--- src/rtl/exp_q610_seq.sv ---
// Iterative exp(x) for signed Q6.10 operands: range reduction by ln2, Horner Taylor
// series for exp(r) in Q2.IFRAC, then a rounded scale by 2^k. One operation in flight.
module exp_q610_seq #(
  parameter int TERMS = 6,
  parameter int IFRAC = 16
) (
  input  logic        clk,
  input  logic        rst_n,
  input  logic        in_valid,
  output logic        in_ready,
  input  logic [15:0] x_in,
  output logic        out_valid,
  input  logic        out_ready,
  output logic [15:0] exp_out,
  output logic        out_sat
);

  localparam int AW = IFRAC + 4;
  localparam int PW = 2 * AW + 20;
  localparam int CW = 4;
  localparam logic signed [AW-1:0] ONE = AW'(1) << IFRAC;

  typedef enum logic [2:0] {IDLE, REDUCE, SERIES, SCALE, DONE} state_t;

  state_t state, nxt;

  logic signed [15:0]   x;
  logic signed [7:0]    k;
  logic signed [AW-1:0] r, acc, acc_nxt;
  logic [CW-1:0]        cnt;

  // round(65536 / i)
  function automatic logic signed [PW-1:0] recip(input logic [CW-1:0] i);
    case (i)
      4'd1:    recip = PW'(65536);
      4'd2:    recip = PW'(32768);
      4'd3:    recip = PW'(21845);
      4'd4:    recip = PW'(16384);
      4'd5:    recip = PW'(13107);
      4'd6:    recip = PW'(10923);
      4'd7:    recip = PW'(9362);
      4'd8:    recip = PW'(8192);
      default: recip = '0;
    endcase
  endfunction

  // Range reduction: k = floor(x/ln2), r = x - k*ln2 with ln2 ~ 710/1024
  logic signed [31:0] xw, kprod, kfull, rwide, rsh;
  always_comb begin
    xw    = {{16{x[15]}}, x};
    kprod = xw * 32'sd1477;
    kfull = kprod >>> 20;
    rwide = xw - kfull * 32'sd710;
    rsh   = rwide <<< (IFRAC - 10);
  end

  // One Horner step: acc = ONE + ((acc*r >>> IFRAC) * RECIP[cnt]) >>> 16
  logic signed [PW-1:0] acc_w, r_w, p1, t, p2;
  always_comb begin
    acc_w   = {{(PW-AW){acc[AW-1]}}, acc};
    r_w     = {{(PW-AW){r[AW-1]}}, r};
    p1      = acc_w * r_w;
    t       = p1 >>> IFRAC;
    p2      = (t * recip(cnt)) >>> 16;
    acc_nxt = ONE + p2[AW-1:0];
  end

  // Scale by 2^k: shift right by s = 6 - k with round half up
  logic signed [7:0] s;
  logic [47:0]       accu, sum, shifted;
  logic              sat_k, under, sat_r;
  always_comb begin
    s       = 8'sd6 - k;
    sat_k   = (k >= 8'sd5);
    under   = (s > 8'sd24);
    accu    = {{(48-AW){1'b0}}, acc};
    sum     = accu + (48'd1 << (s[4:0] - 5'd1));
    shifted = sum >> s[4:0];
    sat_r   = (shifted > 48'h7FFF);
  end

  logic unused_bits;
  assign unused_bits = ^{kfull[31:8], rsh[31:AW], p2[PW-1:AW]};

  always_ff @(posedge clk or negedge rst_n)
    if (!rst_n) state <= IDLE;
    else        state <= nxt;

  always_comb begin
    nxt = state;
    case (state)
      IDLE:    if (in_valid) nxt = REDUCE;
      REDUCE:  nxt = SERIES;
      SERIES:  if (cnt == 4'd1) nxt = SCALE;
      SCALE:   nxt = DONE;
      DONE:    if (out_valid && out_ready) nxt = IDLE;
      default: nxt = IDLE;
    endcase
  end

  always_comb in_ready = (state == IDLE);

  always_ff @(posedge clk or negedge rst_n) begin
    if (!rst_n) begin
      x         <= '0;
      k         <= '0;
      r         <= '0;
      acc       <= '0;
      cnt       <= '0;
      exp_out   <= '0;
      out_sat   <= 1'b0;
      out_valid <= 1'b0;
    end else begin
      case (state)
        IDLE: if (in_valid) x <= x_in;
        REDUCE: begin
          k   <= kfull[7:0];
          r   <= rsh[AW-1:0];
          acc <= ONE;
          cnt <= CW'(TERMS);
        end
        SERIES: begin
          acc <= acc_nxt;
          cnt <= cnt - 4'd1;
        end
        SCALE: begin
          if (sat_k) begin
            exp_out <= 16'h7FFF;
            out_sat <= 1'b1;
          end else if (under) begin
            exp_out <= 16'h0000;
            out_sat <= 1'b0;
          end else if (sat_r) begin
            exp_out <= 16'h7FFF;
            out_sat <= 1'b1;
          end else begin
            exp_out <= shifted[15:0];
            out_sat <= 1'b0;
          end
        end
        // out_valid is registered one cycle into DONE and held until the handshake
        DONE: begin
          if (!out_valid)     out_valid <= 1'b1;
          else if (out_ready) out_valid <= 1'b0;
        end
        default: ;
      endcase
    end
  end

endmodule

--- config.mk ---
export PLATFORM = sky130hd
export DESIGN_NAME = exp_q610_seq
export DESIGN_NICKNAME = d
export VERILOG_FILES = /design/src/rtl/exp_q610_seq.sv
export SDC_FILE = /design/constraint.sdc
export NUM_CORES = 2
export LEC_CHECK = 0
export ABC_AREA = 1
export BUFFER_PORTS_ARGS = -buffer_cell sky130_fd_sc_hd__buf_2
export CAP_MARGIN = 20
export CORE_UTILIZATION = 50
export DETAILED_ROUTE_END_ITERATION = 8
export PLACE_DENSITY = 0.67
export SLEW_MARGIN = 20
export SYNTH_ARGS = -nofsm -noshare
export SYNTH_HDL_FRONTEND = slang
export SYNTH_SLANG_ARGS = --single-unit
--- constraint.sdc ---
create_clock -name clk -period 24.9 [get_ports clk]
set_clock_uncertainty 0.15 [all_clocks]
set_input_delay 6.225 -clock clk [delete_from_list [all_inputs] [get_ports clk]]
set_output_delay 6.225 -clock clk [all_outputs]
set_load 0.005 [all_outputs]
==> reports/metrics.yaml <==
status:
  status: "complete, no violations"
clocking:
  cts_tree: "yes"
  insertion_delay_ps: 400
  root_buffer: "clkbuf_16"
  postCtsResizedCells: 0
  cts.sinks: 83
  clockBufferDepth: 2
  ctsHoldBuffers: 0
  h-tree-depth: 3
  cts_inserted_buffers: 9
  cts_setup_buffers: 0
  clk_pin_slew_ps: 80
final_layout:
  fill_cells: 6475
  final_cell_mix: "inv_1 (1153), nand2_1 (875), fa_1 (648), ha_1 (387), nor2_1 (350)"
  final_common_cell: "inv_1"
  multi_input_comb_area_sq_um: 27200
  antennaDiodeCount: 0
  final_util_pct: 52.6
  synthToLayoutAreaGrowth_pct: 3.89
  seq_area_sq_um: 2080
  drive_gt1_share_pct: 3.29
  fin_nets: 5428
  finalNonFillerCells: 5251
critical_path:
  required_ps: 25040
  start_kind: "register"
  reg2reg_slack_ps: 11400
  critical-path-slowest-cell: "dfrtp_1"
  endpoint_kind: "register"
  crit_arrival_ps: 13640
  path_class: "register to register"
  cp_max_fo: 21
  critPathMaxStageDelay_ps: 940
  critPathMostFrequentCell: "nand2_1"
route:
  drc_errors: 0
  post_drt_wl_per_cell_microns: 18.8
  top_layer_used: "met4"
  drt_iter0_drc: 2717
  first_pass_iters: 8
  wl_met3_microns: 7620
  vias: 28261
  wl_met1_microns: 41000
  via_per_inst: 5.38
  ant_nets: 0
  met2WireLength_microns: 45800
  wl_microns: 98900
floorplanning:
  die_area_sq_um: 69300
  die_h_microns: 263
  start_util_pct: 50.7
  coreArea_sq_um: 67400
  rows: 95
  die_x_microns: 263
  top_level_ports: 39
logic_synthesis:
  synth_edf_count: 0
  synthArstFlopShare_pct: 100
  seq_area_frac_synth_pct: 6.08
  syn_avg_cell_area_sq_um: 7.73
  synth_nets: 5471
  synth-seq-cells: 83
  synth_area_sq_um: 34100
  yosysWarnings: 0
  synth_cell_type_count: 56
  synthCells: 4416
  dominantRegCellSynth: "dfrtp_1"
global_route:
  antenna_found_initial: 0
  grt_overflow: 0
  grt_max_degree: 62
  grt_usage_pct: 29.6
  grt_pass1_wl_microns: 159000
  grt_pass1_vias: 28965
placement:
  place.gp.congestion: 1.02
  post-dp-hpwl_microns: 83300
  dpl_worst_slack_ps: 11630
  placed_cells: 5235
  port_buffers: 38
hold_path:
  hp-class: "register to register"
sta:
  setup_violations: 0
  fin_crit_ps: 13500
  rsz0062_at_grt: "false"
  worstMarginPinSlew_ps: 1100
  slew_headroom_pct: 26.3
  setup_ws_ps: 11400
  hold_viol_final: 0
  slew_viol_final: 0
  fmax_mhz: 74.1
  final.setup.tns_ps: 0
  finalCritPeriodShare_pct: 54.2
job:
  drv_cap: 0
-- sequential cells by signal, summed over array words and instances, names as in the netlist --
name / count
state: 3
cnt: 4
exp_out: 16
x: 16
k: 8
acc: 20
r: 14
out_valid: 1
out_sat: 1
-- path summary, 6_finish.rpt --
path	depth (start not counted)	end	startpoint
setup / recovery	50	acc[19]$_DFFE_PN0P_	r[14]$_DFFE_PN0P_
hold / removal	2	out_sat$_DFFE_PN0P_	out_sat$_DFFE_PN0P_
setup reg to reg	50	acc[19]$_DFFE_PN0P_	r[14]$_DFFE_PN0P_
hold reg to reg	2	out_sat$_DFFE_PN0P_	out_sat$_DFFE_PN0P_
max in group asynchronous	2	x[12]$_DFFE_PN0P_	rst_n
min in group asynchronous	1	k[0]$_DFFE_PN0P_	rst_n
-- worst max-delay path, delay by kind of cell, from the launching register on --
family	cells	cell delay, ps
compound gates	2	480
buf+inv	9	910
flops	1	940
xor+xnor	1	710
simple gates	23	2900
fa+ha+maj	15	7250
-- cell usage after synthesis (all sizes together), types with 4 or more instances --
cell    instances  area share [%]
a31o            4            0.10
a21oi         154             2.3
o21bai         15            0.33
fa            648              38
dfrtp          83             6.1
xor2           54             1.4
o21a            5            0.11
a22oi          13            0.29
nand3         186             2.8
xnor2          28            0.72
clkbuf         97             1.1
o211ai         16            0.35
a21o            6            0.13
or2            14            0.26
and3            4           0.073
a21boi          8            0.18
nand3b          7            0.15
a211oi          5            0.11
nand4          23            0.42
mux2            9            0.30
nor3           27            0.45
buf            21            0.33
nor2          353             3.9
a31oi          23            0.44
nor4           20            0.37
clkinv         12            0.13
ha            387              14
o21ai         118             1.7
nand2         889              10
inv          1163              13
-- area by class of cell --
cell class	instances	area share [%]
Timing Repair Buffer	64	1.09
Tap cell	873	3.08
Inverter	1175	12.4
Clock buffer	9	0.635
Multi-Input combinational cell	3040	76.6
Clock inverter	7	0.279
Sequential cell	83	5.86
-- per-layer routing --
layer | vias to the layer above | global-route usage, %
li1 | 13143 | -
met1 | 13818 | 39.5
met2 | 1075 | 48.3
met3 | 225 | 4.34
met4 | 0 | 12.2
met5 | - | 0
-- logic make-up (layout without fill, tap and decap cells) --
logic type,Yosys count,count (layout),share of synthesized area [%]
compound gates,387,387,6.52
xor+xnor,82,82,2.10
fa+ha+maj,1035,1035,52.2
buf+inv,1293,1255,14.3
flops,83,83,6.08
mux,10,10,0.326
simple gates,1526,1526,18.5
-- per-stage QoR --
stage                     cell area (sq um)  hold WS [ps]
after floorplan                       34100           321
after global placement                35100           316
after detailed placement              35100           316
after CTS                             35500           334
after global routing                  35500           356
final                                 35500           335
Power is not shown: default switching activity piles up to over one toggle a cycle in this logic, so the estimate is an artifact.
